$ cat src/rtl/pc_fetch.sv
// Fetch-stage PC owner: selects the next PC, registers it, and loads the IF/ID
// pipeline register. Freezes in an error state on an illegal fetch address.
module pc_fetch #(
  parameter logic [31:0] RESET_PC     = 32'h0000_3000,
  parameter int          IM_ADDR_BITS = 10
) (
  input  logic        clk,
  input  logic        reset,
  input  logic        stall,
  input  logic [1:0]  npc_sel,
  input  logic        br_taken,
  input  logic [31:0] br_target,
  input  logic [31:0] j_target,
  input  logic [31:0] jr_target,
  input  logic [31:0] im_rdata,
  output logic [31:0] pc,
  output logic [31:0] id_instr,
  output logic [31:0] id_pc4,
  output logic [31:0] id_pc8,
  output logic        id_valid,
  output logic        fetch_err
);

  localparam logic [0:0] ST_RUN = 1'b0;
  localparam logic [0:0] ST_ERR = 1'b1;

  // Upper bound kept at 33 bits so a memory ending exactly at 2**32 does not wrap.
  localparam logic [32:0] PC_LIMIT = {1'b0, RESET_PC} + (33'd4 << IM_ADDR_BITS);

  localparam logic [1:0] SEL_SEQ = 2'b00;
  localparam logic [1:0] SEL_BR  = 2'b01;
  localparam logic [1:0] SEL_J   = 2'b10;
  localparam logic [1:0] SEL_JR  = 2'b11;

  logic [0:0]  state_q, state_d;
  logic [31:0] pc_q, pc_d;
  logic [31:0] instr_q, instr_d;
  logic [31:0] pc4_q, pc4_d;
  logic [31:0] pc8_q, pc8_d;
  logic        valid_q, valid_d;
  logic        err_q, err_d;

  logic [31:0] pc_plus4;
  logic [31:0] pc_plus8;
  logic [31:0] npc;
  logic        npc_illegal;

  assign pc_plus4 = pc_q + 32'd4;
  assign pc_plus8 = pc_q + 32'd8;

  always_comb begin
    npc = pc_plus4;
    case (npc_sel)
      SEL_SEQ: npc = pc_plus4;
      SEL_BR:  npc = br_taken ? br_target : pc_plus4;
      SEL_J:   npc = j_target;
      SEL_JR:  npc = jr_target;
      default: npc = pc_plus4;
    endcase
  end

  assign npc_illegal = (npc[1:0] != 2'b00)
                     || (npc < RESET_PC)
                     || ({1'b0, npc} >= PC_LIMIT);

  always_comb begin
    state_d = state_q;
    pc_d    = pc_q;
    instr_d = instr_q;
    pc4_d   = pc4_q;
    pc8_d   = pc8_q;
    valid_d = valid_q;
    err_d   = err_q;
    case (state_q)
      ST_RUN: begin
        // Stall freezes everything, including evaluation of the next PC.
        if (!stall) begin
          if (npc_illegal) begin
            valid_d = 1'b0;
            err_d   = 1'b1;
            state_d = ST_ERR;
          end else begin
            pc_d    = npc;
            instr_d = im_rdata;
            pc4_d   = pc_plus4;
            pc8_d   = pc_plus8;
            valid_d = 1'b1;
          end
        end
      end
      default: begin
        valid_d = 1'b0;
        err_d   = 1'b1;
      end
    endcase
  end

  always_ff @(posedge clk or negedge reset) begin
    if (!reset) begin
      state_q <= ST_RUN;
      pc_q    <= RESET_PC;
      instr_q <= 32'd0;
      pc4_q   <= 32'd0;
      pc8_q   <= 32'd0;
      valid_q <= 1'b0;
      err_q   <= 1'b0;
    end else begin
      state_q <= state_d;
      pc_q    <= pc_d;
      instr_q <= instr_d;
      pc4_q   <= pc4_d;
      pc8_q   <= pc8_d;
      valid_q <= valid_d;
      err_q   <= err_d;
    end
  end

  assign pc        = pc_q;
  assign id_instr  = instr_q;
  assign id_pc4    = pc4_q;
  assign id_pc8    = pc8_q;
  assign id_valid  = valid_q;
  assign fetch_err = err_q;

endmodule

$ cat config.mk
export PLATFORM = sky130hd
export DESIGN_NAME = pc_fetch
export DESIGN_NICKNAME = d
export VERILOG_FILES = /design/src/rtl/pc_fetch.sv
export SDC_FILE = /design/constraint.sdc
export NUM_CORES = 1
export LEC_CHECK = 0
export BUFFER_PORTS_ARGS = -buffer_cell sky130_fd_sc_hd__buf_2
export CORE_ASPECT_RATIO = 0.75
export CORE_UTILIZATION = 50
export DETAILED_ROUTE_END_ITERATION = 8
export GPL_ROUTABILITY_DRIVEN = 1
export PLACE_DENSITY = 0.79
export SETUP_SLACK_MARGIN = 0.15
export SLEW_MARGIN = 30
export SYNTH_ARGS = -nofsm -noshare
export SYNTH_HDL_FRONTEND = slang
export SYNTH_SLANG_ARGS = --single-unit
$ cat constraint.sdc
create_clock -name clk -period 5.11 [get_ports clk]
set_input_delay 0.7665 -clock clk [delete_from_list [all_inputs] [get_ports clk]]
set_output_delay 0.7665 -clock clk [all_outputs]
set_load 0.02 [all_outputs]
* Word level (Yosys, flattened, before mapping)
Cells that the tools add are included.
** Operators by class
- Add/subtract/negate cells :: 2
- $lt $le $gt $ge :: 2
- Reductions and logical operators :: 7
- Eq/ne operators :: 4
- Bitwise gates (word level) :: 3
- Multiplexer cells :: 11
** Operator list (count)
- one-hot mux 32 bit (4 select lines) :: 1
- adder 32 x 3 -> 32 bit, second input constant :: 1
- adder 32 x 4 -> 32 bit, second input constant :: 1
- greater-or-equal comparator 32 x 15 -> 1 bit, second input constant :: 1
- less-than comparator 32 x 14 -> 1 bit, second input constant :: 1
- two-way mux 32 bit :: 1
- two-way mux 1 bit :: 9
- equality test 2 bit, second input constant :: 2
- nonzero test 2 bit :: 2
- NOT 1 bit :: 3
- AND reduction 3 bit :: 1
- equality test 2 x 1 -> 1 bit, second input constant :: 1
- zero test 2 bit :: 1
- logical OR 1 bit :: 2
- inequality test 2 x 1 -> 1 bit, second input constant :: 1
- AND reduction 2 bit :: 1
** Storage, ports and cells
- Input port bits :: 134
- Word-level logic and storage cells :: 36
- Output and inout port bits :: 130
- Flip-flop bits (word level) :: 131

* Logic depth before layout (Yosys ltp)
- Depth in word-level cells :: 9
- Depth in mapped cells :: 12
- Gate-level depth less buffers :: 9

* Worst setup path after synthesis
OpenSTA, ideal clock, no wires.
- Path type :: register to register
- Start point :: register pc_q[4] (netlist: pc[4])
- End point :: register instr_q[23] (netlist: id_instr[23])
- Stages on the path, launching flop included :: 12
- Period minus slack after synthesis :: 3.481 ns
- Setup time :: 0.125 ns
- Buffers on the path :: 2
- Setup slack :: 1.629 ns
- Data arrival time :: 3.356 ns
- Data required time :: 4.985 ns
- Path through :: dfrtp_1 ha_1 clkbuf_1 nand4_1 nor4_4 a21boi_1 o31a_1 a2111oi_2 nand4_2 nor2_4 buf_4 mux2_2
** On the way
- Word-level cells in the longest chain between the ends :: 8
- Elaborated cells between the ends (all ways) :: 9
- Classes of those cells :: add/sub (1); order compare (2); mux (2); bitwise (1); reduce/logical (3)
** RTL lines
- start: declaration :: RTL line 36 : logic [31:0] pc_q, pc_d;
- start signal: assignment :: RTL line 109 : pc_q <= pc_d;
- adder 32 x 3 -> 32 bit (*) :: RTL line 48 : assign pc_plus4 = pc_q + 32'd4;
- two-way mux 32 bit :: RTL line 55 : SEL_BR: npc = br_taken ? br_target : pc_plus4;
- one-hot mux 32 bit (4 select lines) (*) :: RTL line 53 : case (npc_sel)
- less-than comparator 32 x 14 -> 1 bit :: RTL line 63 : || (npc < RESET_PC)
- logical OR 1 bit :: RTL line 63
- logical OR 1 bit (*) :: RTL line 64 : || ({1'b0, npc} >= PC_LIMIT);
- NOT 1 bit (no line) (*)
- AND reduction 3 bit (no line) (*)
- end signal: assignment :: RTL line 110 : instr_q <= instr_d;
- end: declaration :: RTL line 37 : logic [31:0] instr_q, instr_d;
Mark *: on every way between the ends. The rest lies on a longest branch, timed or not.
A chain may end at the register's enable or synchronous reset.

* Worst setup path after layout
- Start point :: register pc_q[2] (netlist: pc[2])
- End point :: register instr_q[16] (netlist: id_instr[16])
Same word-level chain as after synthesis.

==> flow_metrics.py <==
metrics = {
    "sta": {
        "grt_setup_unrepaired": "false",
        "timing.final.crit_period_ns": 4.616,
        "maxSlewViolCount": 0,
        "slew_headroom": 0.3569,
        "post-route-period-util": 0.9033,
        "fin_tns_setup_ns": 0,
        "hold_violations": 0,
        "finClkSkew_ns": 0.007759,
        "clock.fmax_ghz": 0.2166,
        "tightest_slew_ns": 0.9646,
        "finalSetupViolCount": 0,
        "setup_ws_ns": 0.4941,
    },
    "setup_path": {
        "crit_fanout": 102,
        "cp-start-kind": "flip-flop",
        "cpMaxStageDelayCell": "or4_1",
        "arrival_ns": 4.92,
        "endpoint_kind": "flip-flop",
        "cp.required_ns": 5.42,
        "crit_path_max_incr_delay_ns": 0.69,
        "crit_type": "reg2reg",
        "crit_chain": "ha_1 > nand3_1 > or4_1 > o31ai_1 > a31oi_1 > nor4b_1 > nand4_2 > buf_4 > nor2_4 > buf_12 > mux2_2",
    },
    "synth": {
        "synth_cells": 711,
        "ys.flop_type": "dfrtp_1",
        "yosysMostFrequentCell": "dfrtp_1",
        "synth.avg_cell_area_um2": 10.37,
        "synth_nets": 847,
        "synth-edff-count": 0,
        "synth-simple-area-share": 0.1666,
        "synth_top_family_by_area": "multiplexers",
        "ys_types": 64,
        "yosysTopAreaCell": "dfrtp_1",
        "synth_seq_area_share": 0.4381,
        "synth_seq_cells": 129,
        "async_flop_share": 1.000,
        "yosys-top-cells-area": "dfrtp_1 43%, mux2_2 8.2%, mux2_1 6.0%, xnor2_1 3.6%, mux2i_1 3.5%",
        "synth_fa_ha_area_frac": 0.003393,
        "syn-cell-area_mm2": 0.007375,
        "synthMuxAreaShare": 0.1773,
        "yosysWarnings": 0,
        "synth-compound-area-share": 0.1164,
        "synth_commonest_cells": "127 x dfrtp_1, 54 x mux2_2, 51 x nand2_1",
        "synth_top_area_frac": 0.4309,
        "synth-xor-area-share": 0.04988,
    },
    "global_route": {
        "grt_pass1_vias": 6405,
        "overflow": 0,
        "grt_usage": 0.3047,
        "antenna_found_initial": 0,
        "grt_max_degree": 103,
        "grt_pass1_wl_mm": 34.98,
    },
    "clock_tree": {
        "postCtsHoldBufs": 0,
        "clk-insertion-delay-late_ns": 0.42,
        "post_cts_buffers": 0,
        "cts_tree": "done",
        "path_clk_slew_ns": 0.06,
        "cts_max_level": 4,
        "cts_buffers": 17,
        "cts-root-buf": "clkbuf_16",
        "clockBufferDepth": 2,
        "cts_resized": 0,
        "cts.sinks": 129,
    },
    "power_and_ir_drop": {
        "cellPowerDensity_mw_per_mm2": 260.5,
        "clockPowerShare": 0.505,
        "p_total_mw": 2.427,
        "power.net_switching_mw": 0.5719,
        "irDropWorstVdd_mv": 0.2239,
        "p_int_mw": 1.855,
        "p_sw_frac": 0.2356,
        "comb_power_share": 0.074,
        "leakagePower_nw": 4.895,
        "seq_power_share": 0.421,
    },
    "die": {
        "die_area_mm2": 0.01524,
        "die_h_um": 107.2,
        "initial_utilization": 0.5102,
        "num_io_pins": 264,
        "row_count": 38,
        "core-area_mm2": 0.01445,
        "die_x_um": 142.2,
    },
    "routing": {
        "drt_pass1_iterations": 5,
        "drc": 0,
        "wl_per_cell_um": 19.57,
        "avgViaCountPerCell": 5.764,
        "drt.antenna.violating_nets": 0,
        "num_vias": 6646,
        "routed_wl_mm": 22.56,
        "drtIter0Drc": 508,
    },
    "status": {
        "status": "finished, final reports clean",
    },
    "final_layout": {
        "design_area_mm2": 0.009316,
        "n_antenna_cell": 0,
        "syn_to_final_growth_pct": 26.33,
        "drive_above_1_share": 0.3956,
        "final_cells": 1153,
        "fin_nets": 1076,
    },
    "min_path": {
        "hp-class": "in2async",
    },
    "placement": {
        "place_ws_ns": 0.6073,
        "post_dp_cell_area_mm2": 0.008720,
        "dp_hpwl_mm": 16.57,
        "dp.cells": 1121,
        "portBuffers": 263,
        "gp_congestion": 0.9333,
    },
    "flow_run": {
        "drv_cap": 0,
    },
}
-- layout by cell type (no fill, tap or decap), drive strengths merged, types with 4 or more instances in the layout --
master	count
nor4	14
o31a	4
a211oi	8
a31oi	7
or3	11
a21o	9
nor3	25
dfrtp	127
a22o	5
o211ai	4
a21oi	25
or4	10
nor2	27
xor2	12
clkbuf	20
mux2	93
nor2b	20
o31ai	20
o21ai	25
clkinv	6
inv	13
buf	273
and2	4
nand4	20
nand3	13
mux2i	26
xnor2	30
or2	7
nand2	51
-- worst paths after layout --
check                           slack (ns)            to  cells after the start     start
worst max register to register        0.49  id_instr[16]                     11     pc[2]
worst max-delay path                  0.49  id_instr[16]                     11     pc[2]
worst min register to register        0.47      id_valid                      1  id_valid
min in group clk                      0.47      id_valid                      1  id_valid
worst min-delay path                  0.37  id_instr[27]                      1     reset
max in group asynchronous             3.54        pc[24]                      2     reset
-- final cells by class --
cell class / instances / area (um2)
Multi-Input combinational cell: 508 / 3787
Clock inverter: 12 / 130.1
Clock buffer: 20 / 466.7
Tap cell: 200 / 250.2
Sequential cell: 129 / 3231
Timing Repair Buffer: 273 / 1410
Fill cell: 1257 / 5137
Inverter: 11 / 41.29
-- kinds of logic (layout without fill, tap and decap cells) --
kind of cell / after synthesis / in the layout
multiplexers: 119 / 119
buffers and inverters: 74 / 316
adder cells (fa/ha/maj): 2 / 2
AO/OA/AOI/OAI: 126 / 126
XOR/XNOR: 42 / 42
AND/OR/NAND/NOR: 219 / 219
flip-flops: 129 / 129
-- power groups by stage --
| stage | Sequential [mW] | Clock, mW | Combinational [mW] |
|---|---|---|---|
| 2_1_floorplan | 1.04 | 0 | 0.0821 |
| 3_3_place_gp | 1.04 | 0 | 0.178 |
| 3_5_place_dp | 1.04 | 0 | 0.179 |
| 4_1_cts | 1.02 | 1.25 | 0.180 |
| 5_1_grt | 1.02 | 1.29 | 0.199 |
| 6_report | 1.02 | 1.22 | 0.180 |
-- through the flow --
step	utilization	hold WS (ns)
floorplan	-	0.4709
global placement	0.6033	0.4570
detailed placement	0.6033	0.4604
CTS	0.6446	0.4023
global route	0.6446	0.4279
finish	0.6446	0.3674
-- sequential cells by signal (all words and copies together), names as in the netlist --
| name | count |
|---|---|
| pc | 32 |
| fetch_err | 1 |
| id_valid | 1 |
| id_pc4 | 32 |
| id_instr | 32 |
| state_q | 1 |
| id_pc8 | 30 |
-- per-layer routing --
metal | GRT usage | up-vias | routed length [um]
met5 | 0 | - | 0
met4 | 0.08602 | 0 | 404
met3 | 0.1014 | 35 | 2611
met2 | 0.4510 | 408 | 9786
met1 | 0.4238 | 3152 | 9758
li1 | - | 3051 | -
-- worst max-delay path, delay by kind of cell (launching register included) --
family,cells,cell delay (ns)
AND/OR/NAND/NOR,5,1.78
buffers and inverters,2,0.63
flip-flops,1,0.61
AO/OA/AOI/OAI,2,0.54
multiplexers,1,0.40
adder cells (fa/ha/maj),1,0.39
(Power assumes the default switching activity.)
